File: src/rtl/token_matcher.sv
// token_matcher: vocabulary lookup engine. Scans an inclusive, wrapping address
// range of an internal word RAM for the first entry whose leading req_len
// characters match the query. The scan stops early at a null (all-zero) entry.
module token_matcher #(
  parameter  int ADDR_WIDTH  = 4,
  parameter  int WORD_LENGTH = 3,
  parameter  int DATA_WIDTH  = 8,
  localparam int WORD_W      = WORD_LENGTH * DATA_WIDTH,
  localparam int LEN_W       = $clog2(WORD_LENGTH + 1)
) (
  input  logic                  clk,
  input  logic                  rst_n,
  input  logic                  wr_en,
  input  logic [ADDR_WIDTH-1:0] wr_addr,
  input  logic [WORD_W-1:0]     wr_data,
  input  logic                  req_valid,
  output logic                  req_ready,
  input  logic [WORD_W-1:0]     req_word,
  input  logic [LEN_W-1:0]      req_len,
  input  logic [ADDR_WIDTH-1:0] req_start_addr,
  input  logic [ADDR_WIDTH-1:0] req_end_addr,
  output logic                  rsp_valid,
  input  logic                  rsp_ready,
  output logic [1:0]            rsp_status,
  output logic [ADDR_WIDTH-1:0] rsp_index
);

  typedef enum logic [1:0] {IDLE, READ, CMP, DONE} state_t;

  localparam logic [1:0] ST_HIT     = 2'b00;
  localparam logic [1:0] ST_NULL    = 2'b01;
  localparam logic [1:0] ST_EXHAUST = 2'b10;
  localparam logic [1:0] ST_BAD_LEN = 2'b11;

  state_t state, next_state;

  logic [WORD_W-1:0]     mem [2**ADDR_WIDTH];
  logic [WORD_W-1:0]     dout;
  logic [WORD_W-1:0]     word_q;
  logic [LEN_W-1:0]      len_q;
  logic [ADDR_WIDTH-1:0] end_q;
  logic [ADDR_WIDTH-1:0] curr_addr;

  logic bad_len;
  logic is_match;
  logic is_null;
  logic at_end;

  // Vocabulary RAM: one write port and a registered read issued from READ.
  // NOTE: the RAM array is deliberately not reset; clearing it would cost a
  // clear sequencer for no benefit, and writes keep working while rst_n is low.
  always_ff @(posedge clk) begin
    if (wr_en) mem[wr_addr] <= wr_data;
    // Read-first on a same-address collision falls out of non-blocking updates.
    if (state == READ) dout <= mem[curr_addr];
  end

  // Query length is legal only for 1..WORD_LENGTH characters.
  assign bad_len = (req_len == '0) || (int'(req_len) > WORD_LENGTH);
  assign is_null = (dout == '0);
  assign at_end  = (curr_addr == end_q);

  // Compare only the leading len_q characters; char 0 sits in the MSBs.
  // NOTE: every combinational output gets a default before any branch so no
  // path leaves it unassigned, which would infer a latch.
  always_comb begin
    is_match = 1'b1;
    for (int i = 0; i < WORD_LENGTH; i++) begin
      if (i < int'(len_q)) begin
        if (dout[(WORD_LENGTH-i)*DATA_WIDTH-1 -: DATA_WIDTH] !=
            word_q[(WORD_LENGTH-i)*DATA_WIDTH-1 -: DATA_WIDTH]) begin
          is_match = 1'b0;
        end
      end
    end
  end

  // State register with synchronous active-low reset.
  // NOTE: sequential state uses non-blocking assignments so every flop samples
  // the pre-edge values regardless of statement order.
  always_ff @(posedge clk) begin
    if (!rst_n) state <= IDLE;
    else        state <= next_state;
  end

  // Next-state decode.
  always_comb begin
    next_state = state;
    case (state)
      IDLE: if (req_valid) next_state = bad_len ? DONE : READ;
      READ: next_state = CMP;
      CMP:  next_state = (is_match || is_null || at_end) ? DONE : READ;
      DONE: if (rsp_ready) next_state = IDLE;
      default: next_state = IDLE;
    endcase
  end

  // Handshake outputs are pure functions of the state.
  always_comb begin
    req_ready = (state == IDLE);
    rsp_valid = (state == DONE);
  end

  // Scan datapath: latch the query, step the address, record the verdict.
  always_ff @(posedge clk) begin
    if (!rst_n) begin
      word_q     <= '0;
      len_q      <= '0;
      end_q      <= '0;
      curr_addr  <= '0;
      rsp_status <= ST_HIT;
      rsp_index  <= '0;
    end else begin
      case (state)
        IDLE: begin
          if (req_valid) begin
            word_q    <= req_word;
            len_q     <= req_len;
            end_q     <= req_end_addr;
            curr_addr <= req_start_addr;
            if (bad_len) begin
              rsp_status <= ST_BAD_LEN;
              rsp_index  <= req_start_addr;
            end
          end
        end
        CMP: begin
          rsp_index <= curr_addr;
          if (is_match)    rsp_status <= ST_HIT;
          else if (is_null) rsp_status <= ST_NULL;
          else if (at_end)  rsp_status <= ST_EXHAUST;
          else              curr_addr  <= curr_addr + ADDR_WIDTH'(1);
        end
        default: ;
      endcase
    end
  end

endmodule

File: config.mk
export PLATFORM = sky130hd
export DESIGN_NAME = token_matcher
export DESIGN_NICKNAME = d
export VERILOG_FILES = /design/src/rtl/token_matcher.sv
export SDC_FILE = /design/constraint.sdc
export NUM_CORES = 1
export LEC_CHECK = 0
export CAP_MARGIN = 20
export CORE_ASPECT_RATIO = 1.2
export CORE_UTILIZATION = 51
export CTS_CLUSTER_SIZE = 24
export DETAILED_ROUTE_END_ITERATION = 6
export PLACE_DENSITY = 0.69
export SLEW_MARGIN = 40
export SYNTH_ARGS = -nofsm -noshare
export SYNTH_HDL_FRONTEND = slang
export SYNTH_SLANG_ARGS = --single-unit
File: constraint.sdc
create_clock -name clk -period 4.8 [get_ports clk]
set_input_delay 1.44 -clock clk [delete_from_list [all_inputs] [get_ports clk]]
set_output_delay 1.44 -clock clk [all_outputs]
set_load 0.01 [all_outputs]
==> results of run 1 <==
state kept, by name, summed over array words and instances, names as in the netlist:
register,cells
state,2
mem,384
word_q,24
curr_addr,4
rsp_index,4
dout,24
end_q,4
rsp_status,2
len_q,2
power by group:
| group | internal [mW] | total (mW) | switching, mW |
|---|---|---|---|
| Clock | 1.99 | 3.35 | 1.36 |
| Sequential | 4.42 | 4.52 | 0.104 |
| Combinational | 0.435 | 0.864 | 0.428 |
| Total | 6.84 | 8.73 | 1.89 |
cell families (layout without fill, tap and decap cells):
logic type / Yosys count / count (layout) / share of synthesized area [%]
AO/OA/AOI/OAI: 56 / 56 / 1.932
XOR/XNOR: 28 / 28 / 1.413
adder cells (fa/ha/maj): 1 / 1 / 0.07207
buffers and inverters: 44 / 175 / 1.492
flip-flops: 450 / 450 / 75.43
multiplexers: 121 / 121 / 15.89
AND/OR/NAND/NOR: 145 / 145 / 3.777
cell usage in the layout, fill, tap and decap left out, types with 5 or more instances in the layout:
master / n
a21oi_1: 37
clkinv_2: 5
mux4_2: 108
clkdlybuf4s50_1: 74
edfxtp_1: 408
nor4_1: 12
dfxtp_1: 38
buf_4: 14
nand2_1: 78
clkbuf_1: 12
xor2_1: 24
nor2_1: 14
mux4_1: 12
clkinv_1: 6
nor2_4: 13
clkbuf_16: 45
per-layer routing:
metal / part of all wire (%) / up-vias / track usage (%) / wire, um
met5: 0 / - / 0 / 0
met4: 1.5 / 0 / 4.826 / 494
met3: 7.4 / 37 / 3.873 / 2515
met2: 49 / 288 / 33.14 / 16630
met1: 42 / 4274 / 29.05 / 14310
li1: - / 3644 / - / -
synthesized netlist by cell type, types with 2 or more instances:
master,count
a211oi_1,2
a21oi_1,37
a311oi_1,3
and2_1,4
buf_1,6
buf_2,3
buf_4,4
buf_6,10
clkbuf_1,18
dfxtp_1,42
edfxtp_1,408
inv_1,3
mux4_1,12
mux4_2,108
nand2_1,78
nand2b_1,3
nand3_1,3
nand3b_1,3
nand4_1,2
nor2_1,26
nor2b_1,2
nor3_1,7
nor4_1,12
o21a_1,2
o21ai_0,4
o311ai_0,3
xnor2_1,4
xor2_1,24
critical path: stages (launching register included):
cell	delay (ns)
dfxtp_1	0.55
and2_1	0.18
clkdlybuf4s50_1	0.53
worst max-delay path by stage:
stage                     end  slack (ns)  depth (start not counted)
floorplan           mem[0][0]        0.74                          2
global placement    mem[2][6]        1.18                          3
detailed placement  mem[2][6]        1.14                          3
CTS                 rsp_valid        1.54                          2
global route        rsp_valid        1.46                          2
finish              rsp_valid        1.56                          2
final cells by class:
cell class,count,area share (%)
clock inverter,16,0.8742
inverter,3,0.05580
sequential,450,64.94
tap,450,2.790
timing repair buffer,95,4.830
clock buffer,61,6.076
multi-input combinational,351,20.44
per-stage QoR:
stage	hold WS (ns)	setup slack (ns)
after floorplan	0.4481	0.7426
after global placement	0.4543	1.178
after detailed placement	0.4630	1.139
after CTS	0.4711	1.545
after global routing	0.4958	1.460
final	0.4690	1.564
==> out/results.ini, run 1 <==
[clock_tree]
clk_latency_ns = 0.54
root_buffer = clkbuf_16
clkTransAtPathRegs_ns = 0.06
postCtsSetupRepairBufs = 0
cts_max_path_buffers = 3
cts_resized = 0
h-tree-depth = 2
cts_sinks = 450
cts_buffers = 42
holdBufCountCts = 0
cts_tree = yes

[final_layout]
area_growth_pct = 16.26
fin_area_um2 = 20180
nets = 1011
fill_cells = 2325
multi_input_area_um2 = 4124
utilization_pct = 60.53
ff_latch_area_um2 = 13110
drive_above_1_share_pct = 21.93
layout.cells.non_filler = 1426
diodes = 0

[floorplanning]
die_y_um = 204.1
die_w_um = 170.4
dieArea_um2 = 34780
core_um2 = 33340
rows = 73
start_util_pct = 52.07
ios = 75

[setup_path]
cp_max_fo = 11
start_kind = register
timing.rr.end = dout[1]
r2r_start = curr_addr[0]
cp-startpoint = state[0]
path_class = reg2out
required_ns = 3.36
cp.arrival_ns = 1.80
worst-r2r-cell-count = 4
r2r_setup_slack_ns = 2.20
endpoint_kind = output pin

[synth]
yosysTopAreaCell = edfxtp_1
synth_area_um2 = 17360
yosys.area.top_type_share_pct = 70.58
ys_async_sr_fraction_pct = 0
synth_area_per_cell_um2 = 20.54
syn_inst = 845
seq_area_frac_synth_pct = 75.43
syn_nets = 913
yosysWarnings = 0
yosys-top-cells-area = edfxtp_1 (71%), mux4_2 (14%), dfxtp_1 (4.8%), mux4_1 (1.8%), nand2_1 (1.7%)
ys_seq_elements = 450
synth_edf_count = 408
synthFlopType = edfxtp_1
ys_types = 40

[routing]
wl_per_cell_um = 23.81
drc_errors = 0
vias = 8243
wl_um = 33950
first_iter_violations = 684
ant_nets = 0
drt_first_pass_iters = 5
vias_per_cell = 5.781

[timing]
maxSlewHeadroom_pct = 46.15
rsz0062_at_grt = no
setup_tns_ns = 0
min_period_ns = 3.236
finalSetupViolCount = 0
hold_violations = 0
slew_violations = 0
tightestPinTransition_ns = 0.8059
finalCritPeriodShare_pct = 67.41
fmax_mhz = 309.0
finClkSkew_ns = 0.009971

[pwr]
total_power_mw = 8.733
power.leakage_nw = 6.284
ir_drop_v = 0.0002725
powerDensity_nw_per_um2 = 432.8

[status]
status = complete, no violations

[hold_path]
hold_depth = 2
min_from = end_q[3]
hold_class = reg2reg
hold_end = end_q[3]

[grt]
first_global_vias = 8512
grt_usage_pct = 20.46
grt-ovfl-total = 0
grt_max_degree = 39
grt_pass1_wl_um = 51280
antenna_found_initial = 2

[placement]
postPlaceCellArea_um2 = 18710
port_buffers = 74
gp_congestion = 0.8063
dp.cells = 1345
place_hpwl_um = 21390

[flow_run]
drv_cap = 0

Power figures use the tool's default switching activity.
==> run 2, diff against run 1 <==
- PLACE_DENSITY: 0.69 -> 0.72
- clock period: 4.8 -> 2.6 ns (I/O delays scaled with it)
==> out/results.ini, run 2 (synthesis gave the netlist of run 1 again) <==
[routing]
first_iter_violations = 770  ; +13%
drt_first_pass_iters = 5  ; unchanged
wl_per_cell_um = 23.44  ; -1.5%
drc_errors = 0  ; unchanged
wl_um = 34110  ; +0.48%
vias = 8383  ; +1.7%
vias_per_cell = 5.762  ; -0.33%
ant_nets = 0  ; unchanged

[hold_path]
hold_class = reg2reg
hold_depth = 2  ; unchanged
min_from = word_q[5]

[setup_path]
required_ns = 1.82  ; -1.54 ns
r2r_setup_slack_ns = 0.20  ; -2.00 ns
r2r_start = curr_addr[0]
worst-r2r-cell-count = 3  ; -1
cp_max_fo = 11  ; unchanged
endpoint_kind = output pin
start_kind = register
cp.arrival_ns = 1.67  ; -0.13 ns
path_class = reg2out
cp-startpoint = state[0]

[pwr]
ir_drop_v = 0.0004895  ; +80%
power.leakage_nw = 6.474  ; +3.0%
powerDensity_nw_per_um2 = 783.1  ; +81%

[floorplanning]
dieArea_um2 = 34780  ; unchanged
start_util_pct = 52.07  ; unchanged
die_w_um = 170.4  ; unchanged
die_y_um = 204.1  ; unchanged
core_um2 = 33340  ; unchanged
rows = 73  ; unchanged
ios = 75  ; unchanged

[final_layout]
largest-register = mem
drive_above_1_share_pct = 24.78  ; +2.8 points
diodes = 0  ; unchanged
largest_reg_flops = 384  ; unchanged
nets = 1042  ; +3.1%
fin_area_um2 = 20580  ; +2.0%
layout_common_cells = edfxtp_1 (408), mux4_2 (108), nand2_1 (78)
area_growth_pct = 18.55
top_regs = mem x384, dout x24, word_q x24
layout_commonest_cell = edfxtp_1

[timing]
hold_violations = 0  ; unchanged
rsz0062_at_grt = no
finalCritPeriodShare_pct = 94.42
fmax_mhz = 407.4
min_period_ns = 2.455
finalSetupViolCount = 0  ; unchanged
tightestPinTransition_ns = 0.6605  ; -0.1453 ns
slew_violations = 0  ; unchanged
setup_tns_ns = 0  ; unchanged
maxSlewHeadroom_pct = 55.83  ; +9.7 points
finClkSkew_ns = 0.01542  ; +0.005451 ns

[grt]
grt_max_degree = 33  ; -15%
grt_pass1_wl_um = 51500  ; +0.43%
antenna_found_initial = 0  ; -2
grt-ovfl-total = 0  ; unchanged
grt_usage_pct = 20.43  ; -0.032 points
first_global_vias = 8541  ; +0.34%

[placement]
place_hpwl_um = 21680  ; +1.4%
port_buffers = 74  ; unchanged
gp_congestion = 0.8716  ; +8.1%
postPlaceCellArea_um2 = 19200  ; +2.6%

[status]
status = complete, no violations

[clock_tree]
clkTransAtPathRegs_ns = 0.06  ; about the same
holdBufCountCts = 0  ; unchanged
clk_latency_ns = 0.54  ; about the same
postCtsSetupRepairBufs = 0  ; unchanged
h-tree-depth = 2  ; unchanged
cts_sinks = 450  ; unchanged
cts_max_path_buffers = 3  ; unchanged
cts_tree = yes
root_buffer = clkbuf_16
cts_buffers = 42  ; unchanged

[flow_run]
drv_cap = 0  ; unchanged

==> run 2: layout make-up <==
type	count	area (um^2)
fill	2282	12760
inverter	3	11.26
sequential	450	13100
tap	450	563.0
multi-input combinational	351	4131
clock inverter	22	281.5
timing repair buffer	126	1394
clock buffer	53	1092
==> run 2: per-layer routing <==
metal	vias to the layer above	track usage (%)	share of wire [%]
li1	3708	-	-
met1	4391	29.09	44
met2	234	32.77	49
met3	50	3.466	4.6
met4	0	5.985	2.2
met5	-	0	0
==> run 2: path summary, 6_finish.rpt <==
kind | endpoint
min | word_q[5]
max | rsp_valid
max reg2reg | dout[11]
min reg2reg | word_q[5]
==> run 2: timing repair <==
| action | 4_1_cts | 5_1_grt |
|---|---|---|
| gates resized for setup | 0 | 3 |
| endpoints found under the setup margin | 0 | 2 |
| hold endpoints to repair | 0 | 0 |
==> run 2: power by group <==
group          switching (mW)  total, mW  internal (mW)
Sequential              0.161       8.32           8.16
Combinational           0.846       1.70          0.853
Clock                    2.50       6.10           3.59
==> run 2: through the flow <==
step,util (%),instances,power [mW],hold slack (ns),setup slack (ns)
floorplan,-,845,9.498,0.4481,-0.1615
global placement,57.59,1380,10.13,0.4540,0.009375
detailed placement,57.59,1380,10.17,0.4638,-0.009490
CTS,61.71,1455,16.25,0.4713,0.01309
global route,61.72,1455,16.64,0.4874,0.06902
finish,61.72,1455,16.11,0.4686,0.1452
==> run 2: worst max-delay path, stage by stage, from the launching register on <==
cell,delay [ns]
dfxtp_2,0.46
and2_1,0.16
clkdlybuf4s50_1,0.52
==> run 3, diff against run 2 <==
- CELL_PAD_IN_SITES_DETAIL_PLACEMENT: unset -> 0
- CELL_PAD_IN_SITES_GLOBAL_PLACEMENT: unset -> 1
- CORE_UTILIZATION: 51 -> 48
- CTS_BUF_LIST: unset -> sky130_fd_sc_hd__clkbuf_16
- PLACE_DENSITY: 0.72 -> unset
- PLACE_DENSITY_LB_ADDON: unset -> 0.1
==> out/results.ini, run 3 (synthesis gave the netlist of run 1 again) <==
[final_layout]
top_regs = mem x384, dout x24, word_q x24
layout_commonest_cell = edfxtp_1
fill_cells = 2594  ; +14%
largest_reg_flops = 384  ; unchanged
drive_above_1_share_pct = 24.33  ; -0.45 points
fin_area_um2 = 20600  ; +0.11%
layout_common_cells = edfxtp_1 (408), mux4_2 (108), nand2_1 (78)
layout.cells.non_filler = 1470  ; +1.0%
area_growth_pct = 18.68
nets = 1044  ; +0.19%
utilization_pct = 58.38  ; -3.3 points
largest-register = mem

[setup_path]
endpoint_kind = output pin
cpMaxStageDelayCell = clkdlybuf4s50_1
required_ns = 1.82  ; about the same
crit_chain = and2_1 -> clkdlybuf4s50_1
max_stage_delay_ns = 0.53  ; about the same
cp_max_fo = 11  ; unchanged
critPathTopFamily = buffers and inverters
cp.arrival_ns = 1.71  ; +0.04 ns
worst-r2r-cell-count = 3  ; unchanged
r2r_setup_slack_ns = 0.31  ; +0.11 ns
r2r_start = curr_addr[0]
start_kind = register
cp.buffers_inverters = 1  ; unchanged
path_class = reg2out
timing.rr.end = dout[12]

[placement]
port_buffers = 74  ; unchanged
place_hpwl_um = 25470  ; +17%
dp.cells = 1391  ; +0.80%
postPlaceCellArea_um2 = 19190  ; about the same
gp_congestion = 0.8161  ; -6.4%

[floorplanning]
start_util_pct = 49.20  ; -2.9 points
die_w_um = 175.6  ; +3.0%
core_um2 = 35280  ; +5.8%
ios = 75  ; unchanged
dieArea_um2 = 36930  ; +6.2%
die_y_um = 210.3  ; +3.0%
rows = 75  ; +2.7%

[clock_tree]
cts_buffers = 45  ; +7.1%
root_buffer = clkbuf_16
clkTransAtPathRegs_ns = 0.06  ; about the same
cts_max_path_buffers = 3  ; unchanged
cts_sinks = 450  ; unchanged
cts_tree = yes
postCtsSetupRepairBufs = 0  ; unchanged
clk_latency_ns = 0.55  ; about the same
h-tree-depth = 2  ; unchanged
holdBufCountCts = 0  ; unchanged

[routing]
vias = 8404  ; +0.25%
vias_per_cell = 5.717  ; -0.77%
wl_per_cell_um = 25.51  ; +8.8%
ant_nets = 0  ; unchanged
wl_um = 37500  ; +9.9%
first_iter_violations = 848  ; +10%
drt_first_pass_iters = 5  ; unchanged
drc_errors = 0  ; unchanged

[timing]
min_period_ns = 2.489  ; +0.03408 ns
hold_violations = 0  ; unchanged
holdWs_ns = 0.4731  ; +0.004473 ns
slew_violations = 0  ; unchanged
maxSlewHeadroom_pct = 49.29  ; -6.5 points
fmax_mhz = 401.8  ; -1.4%
rsz0062_at_grt = no
finalCritPeriodShare_pct = 95.73  ; +1.3 points
tightestPinTransition_ns = 0.7583  ; +0.09779 ns
finClkSkew_ns = 0.01628  ; +0.0008555 ns
finalSetupViolCount = 0  ; unchanged

[pwr]
power.leakage_nw = 6.529  ; +0.84%
p_clk_share_pct = 37.9  ; about the same
total_power_mw = 16.25  ; +0.85%
combPwrFrac_pct = 10.8  ; +0.3 points
power_frac_seq_pct = 51.3  ; -0.3 points
ir_drop_v = 0.0005391  ; +10%
swShare_pct = 22.16  ; +0.37 points
powerDensity_nw_per_um2 = 788.8  ; +0.74%
switching_power_mw = 3.601  ; +2.6%
p_int_mw = 12.65  ; +0.36%

[grt]
grt-ovfl-total = 0  ; unchanged
first_global_vias = 8814  ; +3.2%
antenna_found_initial = 2  ; +2
grt_usage_pct = 21.23  ; +0.80 points
grt_pass1_wl_um = 56440  ; +9.6%
grt_max_degree = 31  ; -6.1%

[hold_path]
hold_class = reg2reg
hold_end = word_q[14]
min_from = word_q[14]
hold_depth = 2  ; unchanged

[flow_run]
drv_cap = 0  ; unchanged

[status]
status = complete, no violations

run 3: cell count changes in the layout (fill, tap and decap cells not counted), sizes merged:
cell      previous run  this run
inv                  5        15
clkbuf              53        45
clkinv              12        15
buf                 52        51
bufinv               6         5
clkinvlp             2         1
diode                0         1
run 3: timing repair:
action                     in CTS  in global routing
gates cloned                    0                  0
setup endpoints to repair       2                  1
pin swaps                       0                  0
resized for setup               2                  2
run 3: layout make-up:
class                           count  area [um^2]  area share (%)
Timing Repair Buffer              125         1411           6.851
Sequential cell                   450        13100           63.61
Antenna cell                        1        2.502         0.01215
Tap cell                          462        578.1           2.806
Multi-Input combinational cell    351         4091           19.86
Clock buffer                       45         1126           5.466
Clock inverter                     33        275.3           1.336
Inverter                            3        11.26         0.05466
run 3: routing by layer:
| layer | wire, um | vias to the layer above | track usage, % |
|---|---|---|---|
| met5 | 0 | - | 0 |
| met4 | 899 | 0 | 6.477 |
| met3 | 2606 | 61 | 4.509 |
| met2 | 18620 | 268 | 34.58 |
| met1 | 15370 | 4356 | 28.90 |
| li1 | - | 3719 | - |
run 3: worst register-to-register path: stages, from the launching register on:
cell	delay, ns
dfxtp_4	0.61
buf_12	0.22
mux4_1	0.64
mux4_2	0.55
run 3: per-stage QoR:
step	TNS (ns)	setup slack (ns)
2_1_floorplan	-11.63	-0.1615
3_3_place_gp	0	0.02290
3_5_place_dp	-0.1653	-0.008262
4_1_cts	0	0.04131
5_1_grt	0	0.04111
6_report	0	0.1111
run 3: how the worst max path moves through the flow:
stage / from / endpoint / slack (ns) / cells after the start
after floorplan: wr_addr[2] / mem[1][0] / -0.16 / 2
after global placement: wr_en / mem[0][14] / 0.02 / 4
after detailed placement: wr_en / mem[0][14] / -0.008 / 4
after CTS: state[1] / rsp_valid / 0.04 / 2
after global routing: state[0] / rsp_valid / 0.04 / 2
final: state[0] / rsp_valid / 0.11 / 2
run 3: power groups by stage:
stage	Clock [mW]	Sequential [mW]	Combinational [mW]
5_1_grt	6.56	8.36	1.88
3_5_place_dp	0	8.49	1.78
2_1_floorplan	0	8.39	1.11
3_3_place_gp	0	8.48	1.74
4_1_cts	6.28	8.34	1.79
6_report	6.16	8.33	1.75
